**src/rtl/aci_tape_writer.sv**
```systemverilog
// rtl/aci_tape_writer.sv - Apple-1 ACI save path: reads a RAM range and emits it as an FSK tape signal
// Optional build macro: ACI_CHECKSUM_EN appends an XOR checksum byte (seed 0xFF) after the data.
module aci_tape_writer #(
   parameter int ONE_HALF      = 3580,
   parameter int ZERO_HALF     = 1790,
   parameter int SYNC_HALF     = 1432,
   parameter int LEADER_CYCLES = 10000
) (
   input  logic        clk7,
   input  logic        reset,
   input  logic        start,
   input  logic        abort,
   input  logic [15:0] start_addr,
   input  logic [15:0] end_addr,
   output logic        mem_rd,
   output logic [15:0] mem_addr,
   input  logic [7:0]  mem_data,
   input  logic        mem_valid,
   output logic        tape_out,
   output logic        busy,
   output logic        done,
   output logic        err
);

   localparam logic [15:0] ONE_N    = 16'(ONE_HALF - 1);
   localparam logic [15:0] ZERO_N   = 16'(ZERO_HALF - 1);
   localparam logic [15:0] SYNC_N   = 16'(SYNC_HALF - 1);
   localparam logic [15:0] LEADER_N = 16'(LEADER_CYCLES - 1);

   typedef enum logic [2:0] {IDLE, LEADER, SYNC, BIT_HI, BIT_LO, DONE} state_t;

   state_t      state_q;
   logic [15:0] cnt_q;        // clocks left in the current half, minus one
   logic [15:0] cyc_q;        // leader cycles left, minus one
   logic        phase_q;      // leader/sync: 0 = high half, 1 = low half
   logic [2:0]  bit_idx_q;
   logic [7:0]  shift_q;      // byte on the wire, current bit in [7]
   logic [7:0]  buf_q;        // prefetched next byte
   logic        buf_valid_q;
   logic [16:0] addr_q;       // next address to fetch; 17 bits so FFFF+1 does not wrap
   logic [15:0] end_q;
   logic        mem_rd_q, tape_q, busy_q, done_q, err_q;
   logic [15:0] mem_addr_q;
`ifdef ACI_CHECKSUM_EN
   logic [7:0]  csum_q;
   logic        csum_phase_q;  // checksum byte already loaded
`endif

   logic        half_end_d, more_fetch_d, at_boundary_d;
   logic [15:0] buf_len_d, cur_len_d, nxt_len_d;

   // Decode of counter expiry, fetch progress and the half length for each bit
   always_comb begin
      half_end_d    = (cnt_q == 16'd0);
      more_fetch_d  = (addr_q <= {1'b0, end_q});
      at_boundary_d = half_end_d &&
                      ((state_q == SYNC && phase_q) ||
                       (state_q == BIT_LO && bit_idx_q == 3'd0));
      buf_len_d     = buf_q[7]   ? ONE_N : ZERO_N;
      cur_len_d     = shift_q[7] ? ONE_N : ZERO_N;
      nxt_len_d     = shift_q[6] ? ONE_N : ZERO_N;
   end

   // Save sequencer: read port, byte buffer, leader/sync/bit timing and status pulses
   always_ff @(posedge clk7) begin
      if (reset) begin
         state_q     <= IDLE;
         cnt_q       <= 16'd0;
         cyc_q       <= 16'd0;
         phase_q     <= 1'b0;
         bit_idx_q   <= 3'd0;
         shift_q     <= 8'd0;
         buf_q       <= 8'd0;
         buf_valid_q <= 1'b0;
         addr_q      <= 17'd0;
         end_q       <= 16'd0;
         mem_rd_q    <= 1'b0;
         mem_addr_q  <= 16'd0;
         tape_q      <= 1'b0;
         busy_q      <= 1'b0;
         done_q      <= 1'b0;
         err_q       <= 1'b0;
`ifdef ACI_CHECKSUM_EN
         csum_q       <= 8'hFF;
         csum_phase_q <= 1'b0;
`endif
      end else begin
         done_q <= 1'b0;
         err_q  <= 1'b0;
         if (mem_rd_q && mem_valid) begin
            buf_q       <= mem_data;
            buf_valid_q <= 1'b1;
            addr_q      <= addr_q + 17'd1;
            mem_rd_q    <= 1'b0;
         end
         if (state_q != IDLE && abort) begin
            state_q     <= IDLE;
            busy_q      <= 1'b0;
            tape_q      <= 1'b0;
            mem_rd_q    <= 1'b0;
            buf_valid_q <= 1'b0;
         end else if (at_boundary_d) begin
            if (buf_valid_q) begin
               shift_q     <= buf_q;
               buf_valid_q <= 1'b0;
               bit_idx_q   <= 3'd7;
               state_q     <= BIT_HI;
               tape_q      <= 1'b1;
               cnt_q       <= buf_len_d;
`ifdef ACI_CHECKSUM_EN
               csum_q      <= csum_q ^ buf_q;
`endif
               if (more_fetch_d) begin
                  mem_rd_q   <= 1'b1;
                  mem_addr_q <= addr_q[15:0];
               end
            end else if (state_q == BIT_LO && !more_fetch_d) begin
`ifdef ACI_CHECKSUM_EN
               if (!csum_phase_q) begin
                  shift_q      <= csum_q;
                  csum_phase_q <= 1'b1;
                  bit_idx_q    <= 3'd7;
                  state_q      <= BIT_HI;
                  tape_q       <= 1'b1;
                  cnt_q        <= csum_q[7] ? ONE_N : ZERO_N;
               end else begin
                  state_q <= DONE;
                  done_q  <= 1'b1;
                  busy_q  <= 1'b0;
                  tape_q  <= 1'b0;
               end
`else
               state_q <= DONE;
               done_q  <= 1'b1;
               busy_q  <= 1'b0;
               tape_q  <= 1'b0;
`endif
            end else begin
               // next byte is due but the buffer is empty: underrun
               state_q  <= IDLE;
               err_q    <= 1'b1;
               busy_q   <= 1'b0;
               tape_q   <= 1'b0;
               mem_rd_q <= 1'b0;
            end
         end else begin
            case (state_q)
               IDLE: begin
                  if (start) begin
                     if (end_addr >= start_addr) begin
                        addr_q      <= {1'b0, start_addr};
                        end_q       <= end_addr;
                        mem_rd_q    <= 1'b1;
                        mem_addr_q  <= start_addr;
                        busy_q      <= 1'b1;
                        tape_q      <= 1'b1;
                        state_q     <= LEADER;
                        phase_q     <= 1'b0;
                        cnt_q       <= ONE_N;
                        cyc_q       <= LEADER_N;
                        buf_valid_q <= 1'b0;
`ifdef ACI_CHECKSUM_EN
                        csum_q       <= 8'hFF;
                        csum_phase_q <= 1'b0;
`endif
                     end else begin
                        err_q <= 1'b1;
                     end
                  end
               end
               LEADER: begin
                  if (!half_end_d) begin
                     cnt_q <= cnt_q - 16'd1;
                  end else if (!phase_q) begin
                     phase_q <= 1'b1;
                     tape_q  <= 1'b0;
                     cnt_q   <= ONE_N;
                  end else if (cyc_q == 16'd0) begin
                     state_q <= SYNC;
                     phase_q <= 1'b0;
                     tape_q  <= 1'b1;
                     cnt_q   <= SYNC_N;
                  end else begin
                     cyc_q   <= cyc_q - 16'd1;
                     phase_q <= 1'b0;
                     tape_q  <= 1'b1;
                     cnt_q   <= ONE_N;
                  end
               end
               SYNC: begin
                  if (!half_end_d) begin
                     cnt_q <= cnt_q - 16'd1;
                  end else begin
                     phase_q <= 1'b1;
                     tape_q  <= 1'b0;
                     cnt_q   <= SYNC_N;
                  end
               end
               BIT_HI: begin
                  if (!half_end_d) begin
                     cnt_q <= cnt_q - 16'd1;
                  end else begin
                     state_q <= BIT_LO;
                     tape_q  <= 1'b0;
                     cnt_q   <= cur_len_d;
                  end
               end
               BIT_LO: begin
                  if (!half_end_d) begin
                     cnt_q <= cnt_q - 16'd1;
                  end else begin
                     shift_q   <= {shift_q[6:0], 1'b0};
                     bit_idx_q <= bit_idx_q - 3'd1;
                     state_q   <= BIT_HI;
                     tape_q    <= 1'b1;
                     cnt_q     <= nxt_len_d;
                  end
               end
               DONE:    state_q <= IDLE;
               default: state_q <= IDLE;
            endcase
         end
      end
   end

   assign mem_rd   = mem_rd_q;
   assign mem_addr = mem_addr_q;
   assign tape_out = tape_q;
   assign busy     = busy_q;
   assign done     = done_q;
   assign err      = err_q;

endmodule

```
**config.mk**
```make
export PLATFORM = sky130hd
export DESIGN_NAME = aci_tape_writer
export DESIGN_NICKNAME = d
export VERILOG_FILES = /design/src/rtl/aci_tape_writer.sv
export SDC_FILE = /design/constraint.sdc
export NUM_CORES = 1
export LEC_CHECK = 0
export ABC_AREA = 1
export CORE_UTILIZATION = 35
export CTS_CLUSTER_DIAMETER = 120
export DETAILED_ROUTE_END_ITERATION = 8
export PLACE_DENSITY = 0.54
export RECOVER_POWER = 100
export SLEW_MARGIN = 20
export SYNTH_ARGS = -nofsm -noshare
export SYNTH_HDL_FRONTEND = slang
export SYNTH_SLANG_ARGS = --single-unit
```
**constraint.sdc**
```tcl
create_clock -name clk7 -period 5.9 [get_ports clk7]
set_clock_uncertainty 0.15 [all_clocks]
set_input_delay 0.885 -clock clk7 [delete_from_list [all_inputs] [get_ports clk7]]
set_output_delay 0.885 -clock clk7 [all_outputs]
set_load 0.05 [all_outputs]
```
-- Word level (Yosys, flattened, before mapping)
Index checks and enable logic that the tools add are counted.
Widths: inputs -> output; s select.
- input bits: 45
- flip-flop bits (word level): 110
- word-level logic and storage cells: 169
- mux-type cells: 89
- equality and inequality tests: 22
- add/sub/neg operators: 4
- reduce and logical (&&, ||, !) cells: 34
- bitwise gates (word level): 2
- order comparisons: 2
- operators with widths (cell ; count):
    $mux 16 ; 19
    $mux 17 ; 6
    $pmux 16 s5 ; 1
    $mux 12 ; 5
    $mux 3 ; 14
    $mux 1 ; 36
    $logic_not 16->1 ; 2
    $mux 8 ; 4
    $pmux 16 s2 ; 1
    $sub 16x1->16 const B ; 2
    $ne 3x3->1 const B ; 7
    $ne 2x2->1 const B ; 10
    $add 17x1->17 const B ; 1
    $le 17x16->1 ; 1
    $ge 16x16->1 ; 1
    $reduce_and 8->1 ; 2
    $pmux 3 s5 ; 1
    $reduce_and 6->1 ; 2
    $reduce_bool 2->1 ; 6
    $reduce_and 5->1 ; 2
    $reduce_and 4->1 ; 2
    $reduce_and 7->1 ; 1
    $eq 3x2->1 const B ; 2
    $logic_and 1x1->1 ; 6
    15 further kinds ; 19

-- Longest topological paths before layout
Gate-level depths: netlist of the first run.
- depth after elaboration: 7
- gate-level depth with buffers: 17
- depth with buffers taken out: 16

-- Worst setup path after synthesis of the first run
Ideal clock, no wire load.
- kind: input to register
- start point: input port start_addr[7]
- end point: register state_q[0]
- slack: 3.315 ns
- stages: 16
- data arrival time: 2.318 ns
- path through: inv_1 ha_1 nand2_1 inv_1 nand2_1 nor2_1 nor2_1 nand2_1 nand2_1 nand3_1 buf_2 nand2_1 nor2_2 inv_2 a21oi_1 nor2_1
- cells in the longest elaborated chain, start to end: 3
- ends and longest elaborated chain (item ; RTL line ; text):
    from (decl) ; 13 ; input logic [15:0] start_addr,
    $ge 16x16->1 ; 150 ; if (end_addr >= start_addr) begin
    $ne 3x3->1 (no line) ; n/a ;
    $reduce_and 8->1 (no line) ; n/a ;
    to (signal assigned) ; 140 ; state_q <= IDLE;
    to (signal assigned) ; 157 ; state_q <= LEADER;
    to (signal assigned) ; 179 ; state_q <= SYNC;
    to (decl) ; 32 ; state_t state_q;
No other way between the ends.
A chain may end at the register's enable or synchronous reset.

-- Worst setup path after layout of the first run
- start point: input port start_addr[3]
- end point: register cnt_q[2]
- cells in the longest elaborated chain, start to end: 3
- ends and longest elaborated chain (item ; RTL line ; text):
    $ge 16x16->1 ; 150 ;
    $ne 3x3->1 (no line) ; n/a ;
    $reduce_and 5->1 (no line) ; n/a ;
    to (signal assigned) ; 173 ; cnt_q <= cnt_q - 16'd1;
    to (signal assigned) ; 192 ; cnt_q <= cnt_q - 16'd1;
    to (signal assigned) ; 201 ; cnt_q <= cnt_q - 16'd1;
    to (decl) ; 33 ; logic [15:0] cnt_q;
No other way between the ends.

==> impl_metrics.csv, run 1 <==
group,metric,value,unit
finish,number_of_nets_in_the_layout,1196,
floorplan,design.core.area,19700,µm²
place,io_buffer_count,65,
floorplan,rows,51,
sta,fin_crit,4.49,ns
global_route,first_global_vias,6168,
global_route,groute.usage.overall,0.204,
finish,total_inserted_antenna_cells,0,
worst_setup_path,critical_path.startpoint,"start_addr[3]",
worst_setup_path,delay_of_the_slowest_cell_on_the_worst_path,0.91,ns
pwr,p_comb_frac,0.509,
pwr,ir_drop,0.000167,V
synthesis,asyncSetResetFlopFracSynth,0,
synthesis,synth_largest_area_cell,"dfxtp_1",
clock_network,cts.sinks,110,
sta,setup-violations-final,0,
pwr,power_frac_seq,0.303,
worst_setup_path,worstPathCellList,"dlygate4sd3_1, inv_1, ha_1, nand2_1, inv_1, nand2_1, nand2_1, nand2_1, nand2_1, nand2_1, nand3_1, clkbuf_1, inv_1, nor2_1, nand2_1, a21oi_1, nor2_1",
pwr,p_per_area,416,nW/µm²
worst_hold_path,hold_class,"flip-flop to flip-flop",
floorplan,start_util,0.361,
sta,setup_slack,1.41,ns
finish,flow.area_growth_from_synthesis,14.1,%
worst_setup_path,worst_setup_path_start_kind,"input port",
clock_network,cts_setup_buffers,0,
routing,detailroute.via_count,6913,
synthesis,synth_largest_type_area_fraction,0.310,
worst_setup_path,worstReg2RegEnd,"bit_idx_q[1]",
pwr,cell_internal_pwr,1.79,mW
sta,rsz_0062_raised_after_global_routing,"no",
routing,dr_iter_0_viols,514,
worst_setup_path,critical_register_to_register_path_startpoint,"cnt_q[0]",
pwr,share_clk_of_total_power,0.187,
global_route,grt_start_max_net_pins,42,
worst_setup_path,cpLargestDelayFamily,"simple AND/OR/NAND/NOR gates",
routing,wire_per_inst,14.6,µm
worst_setup_path,end_kind,"flip-flop",
worst_setup_path,required,6.00,ns
pwr,netSwitchingFraction,0.468,
routing,route.detailed.drc,0,
global_route,grt_pass1_wl,33000,µm
run,drv_cap,1,
clock_network,clkLatencyLatePin,0.36,ns
pwr,p_leak,3.63,nW
floorplan,die_width,145,µm
clock_network,cts_htree_levels,3,
routing,routed_wl,20200,µm
synthesis,post_synth_inst_count,1076,
place,detailedPlacementHpwl,14700,µm
clock_network,clkSlewWorstSetupHoldPaths,0.08,ns
worst_setup_path,timing.critical_path.slowest_stage_cell,"nor2_1",
clock_network,tritoncts,"built",
worst_setup_path,cp_data_arrival_time,4.60,ns
worst_setup_path,worstPathMaxFanout,21,
sta,achievable-frequency,223,MHz
worst_setup_path,crit_end,"cnt_q[2]",
synthesis,post_synth_main_area_contributors,"dfxtp_1 (31%), nand2_1 (12%), nor2_1 (7.0%)",
sta,worst_slew_pin_slew,2.14,ns
routing,first_pass_iters,5,
pwr,p_sw,1.58,mW
place,post-place-ws,2.01,ns
run_status,run_status,"finished with violations",
worst_setup_path,reg2reg_slack,2.39,ns
floorplan,design.portCount,66,
pwr,final_total_pwr,3.37,mW
global_route,grt_overflow,0,
clock_network,cts.repair.resized,0,
run_status,failing_checks,"capacitance limit, slew limit",
sta,hold_viol_final,0,
routing,ant_nets,0,
place,finalWeightedCongestion,0.880,
routing,via_per_inst,5.00,
synthesis,syn-num-nets,1159,
synthesis,synth_area_per_cell,6.61,µm²
floorplan,dieHeight,145,µm
synthesis,postSynthRegisterBits,110,
synthesis,yosys_most_used_dff,"dfxtp_1",
synthesis,yosysWarnings,0,
worst_setup_path,crit_path_category,"input port to flip-flop",
synthesis,yosysUniqueCellTypes,44,
synthesis,synth-edff-count,0,
floorplan,floorplan.die_area,20900,µm²
clock_network,cts_hold_repair.buffers,0,
worst_setup_path,path_common_cell,"nand2_1",
worst_setup_path,critical_path.n_buffers_inverters,5,
sta,final-max-slew-violation-count,39,
sta,headroom_to_the_max_slew_limit,-0.424,
sta,final.period_utilization,0.761,
clock_network,number_of_buffers_created_by_cts,9,
clock_network,clockRootBuffer,"clkbuf_16",
synthesis,post_synth_instance_area,7110,µm²
sta,finalSetupTns,0,ns
clock_network,clock_path_buffers,2,
synthesis,synth-seq-area-share,0.310,
global_route,initial_antenna_violation_count,0,
finish,post_route_cells_drive_above_1_share,0.0519,
worst_setup_path,worst-path-stages,17,
worst_setup_path,rr_worst_depth,13,
cell families (layout without fill, tap and decap cells):
kind of cell	after synthesis	after routing	synth area share
XOR/XNOR	24	24	0.0295
flip-flops	110	110	0.310
AO/OA/AOI/OAI	203	203	0.155
buffers and inverters	181	222	0.109
adder cells (fa/ha/maj)	38	38	0.0668
AND/OR/NAND/NOR	520	520	0.330
cell usage after synthesis (all sizes together), types with 2 or more instances:
| cell | n |
|---|---|
| inv | 138 |
| nand2 | 233 |
| a21oi | 95 |
| nand4 | 31 |
| dfxtp | 110 |
| nor3 | 13 |
| o21ai | 85 |
| ha | 38 |
| xnor2 | 8 |
| nand3 | 85 |
| o211a | 6 |
| a41oi | 3 |
| nand3b | 3 |
| a211oi | 8 |
| xor2 | 16 |
| nor2 | 147 |
| and3 | 2 |
| buf | 24 |
| clkbuf | 19 |
| or2 | 4 |
per-stage QoR:
stage | hold WS [ns] | util | instances | cell area, µm²
after floorplan | 0.283 | - | 1076 | 7110
after global placement | 0.302 | 0.400 | 1367 | 7880
after detailed placement | 0.305 | 0.400 | 1367 | 7880
final | 0.311 | 0.412 | 1382 | 8120
after global routing | 0.340 | 0.412 | 1382 | 8120
after CTS | 0.316 | 0.414 | 1382 | 8170
power groups by stage:
stage | Sequential (mW) | Clock [mW] | Combinational (mW)
after detailed placement | 1.04 | 0 | 1.74
after global routing | 1.05 | 0.675 | 1.93
after CTS | 1.02 | 0.649 | 1.75
final | 1.02 | 0.632 | 1.72
after global placement | 1.04 | 0 | 1.73
after floorplan | 1.11 | 0 | 1.26
layer usage:
layer,track usage,wire (µm)
met4,0.0454,192
met1,0.295,10400
met3,0.0285,816
met5,0,0
met2,0.319,8860
tightest hold or removal path, cell delays in order (launching register included):
cell,delay [ns]
dfxtp_1,0.30
inv_1,0.06
a21oi_1,0.06
cell usage in the layout, fill, tap and decap left out, types with 2 or more instances in the layout:
cell             Yosys  routed
nand2_2              9       9
nand2_4              4       4
nand2_1            220     220
dlygate4sd3_1        0      23
clkbuf_16            0       9
nand3b_1             3       3
nand3_1             81      83
a211oi_1             8       8
clkdlybuf4s50_1      0      42
o21ai_1              4       3
inv_1              128     128
or2_2                3       3
xnor2_1              8       8
nor2_1             133     135
and3_1               2       2
nand3_2              3       2
nor3_1              12      12
xor2_1              16      16
ha_1                38      38
dfxtp_1            110     110
clkbuf_1            19       4
o21ai_0             81      82
nor2_4               3       3
a21oi_1             94      94
nand4_1             31      31
inv_2                8       8
nor2_2               9       8
inv_4                2       2
clkinv_2             0       2
a41oi_1              3       3
o211a_1              6       6
area by class of cell:
type                       instances  area, µm²
fill                            2118      11600
multi-input combinational        785       4100
sequential                       110       2200
timing repair buffer              69        669
inverter                         138        523
tap                              265        332
clock buffer                      11        243
clock inverter                     4       47.5
worst min path at each step:
stage | startpoint | slack (ns) | end | cells after the start
5_1_grt | end_q[12] | 0.34 | end_q[12] | 2
3_3_place_gp | end_q[12] | 0.30 | end_q[12] | 2
3_5_place_dp | end_q[1] | 0.30 | end_q[1] | 2
2_1_floorplan | end_q[10] | 0.28 | end_q[10] | 2
4_1_cts | end_q[1] | 0.32 | end_q[1] | 2
6_report | end_q[1] | 0.31 | end_q[1] | 2
state kept, by name, indices dropped and copies added, names as in the netlist, 3 cells and up:
name,flops
end_q,16
cyc_q,16
bit_idx_q,3
buf_q,8
state_q,3
mem_addr,16
addr_q,17
cnt_q,16
shift_q,8
No activity file was read; power rests on OpenSTA's default activity.
==> inputs of run 2 (changes only) <==
==> constraint.sdc (replaced) <==
create_clock -name clk7 -period 4.3 [get_ports clk7]
set_clock_uncertainty 0.15 [all_clocks]
set_input_delay 0.645 -clock clk7 [delete_from_list [all_inputs] [get_ports clk7]]
set_output_delay 0.645 -clock clk7 [all_outputs]
set_load 0.05 [all_outputs]
==> run 2 against run 1 <==
  * The flow now finishes without violations
  * Power rose by 34%
  * Clock power is 25% higher
  * Critical path type unchanged
  * First-iteration DRC count is 26% lower
  * Count of clock-buffer cells in the layout is the same
  * Critical endpoint unchanged
  * Die area did not move
  * Sequential cell count stayed put
==> impl_metrics.csv, run 2 (synthesis gave the netlist of run 1 again) <==
group,metric,value,unit
clock_network,cts_hold_repair.buffers,0,
place,post-place-ws,0.888,ns
sta,headroom_to_the_max_slew_limit,0.0606,
finish,flow.area_growth_from_synthesis,14.1,%
sta,worst_slew_pin_slew,1.40,ns
floorplan,dieHeight,145,µm
worst_setup_path,worstPathMaxFanout,17,
finish,post_route_cells_drive_above_1_share,0.0517,
sta,final.period_utilization,0.792,
floorplan,design.portCount,66,
finish,most-common-layout-cells,"nand2_1 (222), nor2_1 (137), inv_1 (130)",
worst_setup_path,crit_path_category,"input port to flip-flop",
clock_network,cts.repair.resized,0,
routing,via_per_inst,4.99,
place,finalWeightedCongestion,0.858,
clock_network,number_of_buffers_created_by_cts,9,
place,placed_cell_area,7910,µm²
sta,final-max-slew-violation-count,0,
pwr,ir_drop,0.000208,V
routing,ant_nets,0,
routing,routed_wl,19900,µm
finish,layout.cell_area.non_filler,8120,µm²
clock_network,clock_path_buffers,2,
floorplan,die_width,145,µm
finish,registers.top_by_ff_count,"addr_q",
floorplan,rows,51,
pwr,final_total_pwr,4.53,mW
place,io_buffer_count,65,
sta,hold_viol_final,0,
finish,number_of_nets_in_the_layout,1200,
clock_network,cts_htree_levels,3,
pwr,p_leak,3.65,nW
global_route,first_global_vias,6327,
sta,setup-violations-final,0,
clock_network,clockRootBuffer,"clkbuf_16",
pwr,p_per_area,558,nW/µm²
routing,wire_per_inst,14.4,µm
global_route,initial_antenna_violation_count,0,
global_route,grt_overflow,0,
routing,route.detailed.drc,0,
clock_network,tritoncts,"built",
routing,dr_iter_0_viols,382,
run_status,run_status,"complete, no violations",
finish,stdcell_count,1386,
clock_network,cts_setup_buffers,0,
worst_setup_path,required,4.39,ns
worst_setup_path,worst_setup_path_start_kind,"input port",
clock_network,clkLatencyLatePin,0.35,ns
finish,largest_register_ffs,17,
sta,fin_crit,3.41,ns
sta,achievable-frequency,294,MHz
clock_network,clkSlewWorstSetupHoldPaths,0.07,ns
routing,detailroute.via_count,6914,
floorplan,design.core.area,19700,µm²
place,detailedPlacementHpwl,14800,µm
sta,setup_slack,0.894,ns
worst_hold_path,hold_class,"flip-flop to flip-flop",
run,drv_cap,0,
worst_setup_path,cp_data_arrival_time,3.50,ns
finish,mostFrequentLayoutCell,"nand2_1",
floorplan,floorplan.die_area,20900,µm²
global_route,grt_start_max_net_pins,45,
global_route,grt_pass1_wl,32600,µm
routing,first_pass_iters,5,
global_route,groute.usage.overall,0.202,
worst_setup_path,end_kind,"flip-flop",
sta,finalSetupTns,0,ns
place,numPlacedInstances,1371,
finish,total_inserted_antenna_cells,0,
floorplan,start_util,0.361,
sta,rsz_0062_raised_after_global_routing,"no",
clock_network,cts.sinks,110,
run 2: layout make-up:
type / instances / area [µm²]
fillers: 2107 / 11600
multi-input cells: 785 / 4090
flip-flops and latches: 110 / 2200
repair buffers: 73 / 707
inverters: 138 / 523
well taps: 265 / 332
clock buffers: 11 / 243
clock inverters: 4 / 23.8
run 2: worst paths after layout:
| kind | from | end | slack (ns) | depth (start not counted) |
|---|---|---|---|---|
| max | start_addr[15] | cnt_q[2] | 0.89 | 12 |
| min | end_q[11] | end_q[11] | 0.31 | 2 |
| max reg2reg | cnt_q[0] | shift_q[5] | 0.91 | 12 |
| min reg2reg | end_q[11] | end_q[11] | 0.31 | 2 |
run 2: metal layers:
layer | global-route usage | vias up | part of all wire
li1 | - | 3595 | -
met3 | 0.0308 | 23 | 0.040
met2 | 0.325 | 133 | 0.44
met1 | 0.279 | 3163 | 0.50
met4 | 0.0548 | 0 | 0.016
met5 | 0 | - | 0
run 2: per-stage QoR:
stage,utilization,hold slack (ns)
floorplan,-,0.283
global placement,0.401,0.305
detailed placement,0.401,0.307
CTS,0.415,0.318
global route,0.412,0.338
finish,0.412,0.313
run 2: report_power, final:
| part | internal, mW | switching [mW] | total, mW |
|---|---|---|---|
| logic | 0.778 | 1.56 | 2.33 |
| registers | 1.22 | 0.180 | 1.40 |
| clock network | 0.405 | 0.387 | 0.792 |
run 2: critical path: stages:
cell and delay (ns):
dlygate4sd3_1 0.55, inv_1 0.06, ha_1 0.32, nand4_1 0.18
a21oi_1 0.20, nor2_1 0.09, nand3_1 0.12, inv_1 0.08
nor2_1 0.85, nand2_1 0.16, a21oi_1 0.17, nor2_1 0.05
==> inputs of run 3 (changes only) <==
--- a/config.mk
+++ b/config.mk
@@ -9,7 +9,7 @@
 export CORE_UTILIZATION = 35
 export CTS_CLUSTER_DIAMETER = 120
 export DETAILED_ROUTE_END_ITERATION = 8
-export PLACE_DENSITY = 0.54
+export PLACE_DENSITY = 0.56
 export RECOVER_POWER = 100
 export SLEW_MARGIN = 20
 export SYNTH_ARGS = -nofsm -noshare
==> constraint.sdc (replaced) <==
create_clock -name clk7 -period 2.84 [get_ports clk7]
set_clock_uncertainty 0.15 [all_clocks]
set_input_delay 0.426 -clock clk7 [delete_from_list [all_inputs] [get_ports clk7]]
set_output_delay 0.426 -clock clk7 [all_outputs]
set_load 0.05 [all_outputs]
==> run 3 against run 2 <==
  * Worst setup slack worse by 0.70 ns
  * Core utilization grew 1.5 points
  * Cell count rose by 2.2%
  * Worst hold slack got worse by 0.00077 ns
  * Via count down 0.51%
  * Clock power grew 58%
  * Critical endpoint is now addr_q[11]
  * Sequential cell count did not move
  * Non-clock buffer count grew 29
  * Largest cell class unchanged
==> impl_metrics.csv, run 3 (synthesis gave the netlist of run 1 again) <==
group,metric,value,unit
run_status,run_status,"complete, no violations",
clock_network,clkSlewWorstSetupHoldPaths,0.08,ns
sta,setup-violations-final,0,
place,numPlacedInstances,1400,
global_route,initial_antenna_violation_count,0,
finish,flow.area_growth_from_synthesis,18.2,%
sta,worst_slew_pin_slew,1.34,ns
worst_setup_path,critical_register_to_register_path_startpoint,"cnt_q[0]",
sta,achievable-frequency,379,MHz
floorplan,rows,51,
pwr,p_sw,3.28,mW
finish,registers.top_by_ff_count,"addr_q",
worst_setup_path,cp_data_arrival_time,2.79,ns
global_route,grt_overflow,0,
pwr,p_leak,3.82,nW
routing,first_pass_iters,5,
place,finalWeightedCongestion,0.915,
clock_network,clockRootBuffer,"clkbuf_16",
sta,rsz_0062_raised_after_global_routing,"no",
global_route,groute.usage.overall,0.198,
pwr,netSwitchingFraction,0.467,
finish,mostFrequentLayoutCell,"nand2_1",
floorplan,design.portCount,66,
global_route,grt_pass1_wl,32300,µm
clock_network,tritoncts,"built",
clock_network,cts_htree_levels,3,
worst_hold_path,worstHoldStart,"end_q[15]",
global_route,grt_start_max_net_pins,65,
floorplan,die_width,145,µm
sta,fin_crit,2.64,ns
clock_network,cts_setup_buffers,0,
pwr,cell_internal_pwr,3.75,mW
finish,most-common-layout-cells,"nand2_1 (221), nor2_1 (134), inv_1 (128)",
clock_network,cts.sinks,110,
pwr,ir_drop,0.000347,V
pwr,p_comb_frac,0.521,
worst_hold_path,hold-path-endpoint,"end_q[15]",
finish,stdcell_count,1416,
clock_network,clkLatencyLatePin,0.36,ns
pwr,share_clk_of_total_power,0.178,
finish,layout.core_utilization,0.427,
sta,setup_slack,0.199,ns
routing,route.detailed.drc,0,
sta,final-max-slew-violation-count,0,
routing,via_per_inst,4.86,
place,detailedPlacementHpwl,14500,µm
routing,ant_nets,0,
worst_setup_path,reg2reg_slack,0.29,ns
clock_network,number_of_buffers_created_by_cts,9,
worst_setup_path,worst_setup_path_start_kind,"input port",
worst_setup_path,end_kind,"flip-flop",
worst_hold_path,hold_class,"flip-flop to flip-flop",
worst_hold_path,hold-path-cell-count,2,
worst_setup_path,crit_path_category,"input port to flip-flop",
worst_setup_path,rr_worst_depth,14,
floorplan,dieHeight,145,µm
floorplan,design.core.area,19700,µm²
worst_setup_path,worstPathMaxFanout,13,
sta,final.period_utilization,0.930,
run,drv_cap,0,
routing,dr_iter_0_viols,366,
finish,total_inserted_antenna_cells,0,
clock_network,cts.repair.resized,0,
worst_setup_path,worstReg2RegEnd,"mem_addr[7]",
floorplan,floorplan.die_area,20900,µm²
sta,finalSetupTns,0,ns
routing,wire_per_inst,13.6,µm
finish,post_route_cells_drive_above_1_share,0.0834,
finish,number_of_nets_in_the_layout,1229,
clock_network,cts_hold_repair.buffers,0,
worst_setup_path,required,2.98,ns
finish,largest_register_ffs,17,
pwr,p_per_area,836,nW/µm²
floorplan,start_util,0.361,
sta,worst_hold_check_slack,0.313,ns
sta,headroom_to_the_max_slew_limit,0.110,
routing,routed_wl,19300,µm
global_route,first_global_vias,6397,
place,io_buffer_count,65,
finish,nFillCells,2087,
pwr,power_frac_seq,0.301,
sta,hold_viol_final,0,
place,post-place-ws,0.0212,ns
routing,detailroute.via_count,6879,
clock_network,clock_path_buffers,2,
-- run 3: power by group through the flow --
stage | logic (mW) | registers (mW) | clock network (mW)
floorplan | 2.61 | 2.31 | 0
detailed placement | 3.73 | 2.15 | 0
global route | 4.16 | 2.17 | 1.36
global placement | 3.72 | 2.15 | 0
finish | 3.66 | 2.12 | 1.25
CTS | 3.74 | 2.12 | 1.29
-- run 3: area by class of cell --
type                            instances  area, µm²  area share
Sequential cell                       110       2200       0.262
Inverter                              138        523      0.0622
Clock buffer                           10        229      0.0272
Timing Repair Buffer                  102        946       0.112
Clock inverter                          6       52.6     0.00625
Tap cell                              265        332      0.0394
Multi-Input combinational cell        785       4130       0.491
-- run 3: layer usage --
metal,routed length (µm),vias up,global-route usage,part of all wire
met2,8350,141,0.305,0.43
li1,-,3654,-,-
met4,504,0,0.0809,0.026
met1,9800,3063,0.279,0.51
met3,658,21,0.0248,0.034
met5,0,-,0,0
-- run 3: critical path: stages --
cell	delay, ns
dlygate4sd3_1	0.58
inv_1	0.07
ha_1	0.30
a21oi_1	0.07
o21ai_0	0.24
nor2_1	0.12
nand2_1	0.10
nand3_1	0.13
inv_1	0.39
o21ai_0	0.17
a21oi_1	0.19
-- run 3: how the worst max path moves through the flow --
stage	start	endpoint	cells past startpoint	slack, ns
finish	start_addr[13]	addr_q[11]	11	0.20
global route	start_addr[13]	cnt_q[15]	12	0.04
CTS	cnt_q[0]	mem_addr[8]	14	0.32
detailed placement	start_addr[13]	addr_q[11]	11	0.02
global placement	start_addr[15]	cnt_q[11]	13	0.02
floorplan	start_addr[7]	state_q[0]	16	0.71
-- run 3: metrics by stage --
stage,power [mW],area [µm²]
global route,7.68,8410
floorplan,4.92,7110
detailed placement,5.88,8170
global placement,5.87,8170
CTS,7.15,8450
finish,7.03,8410
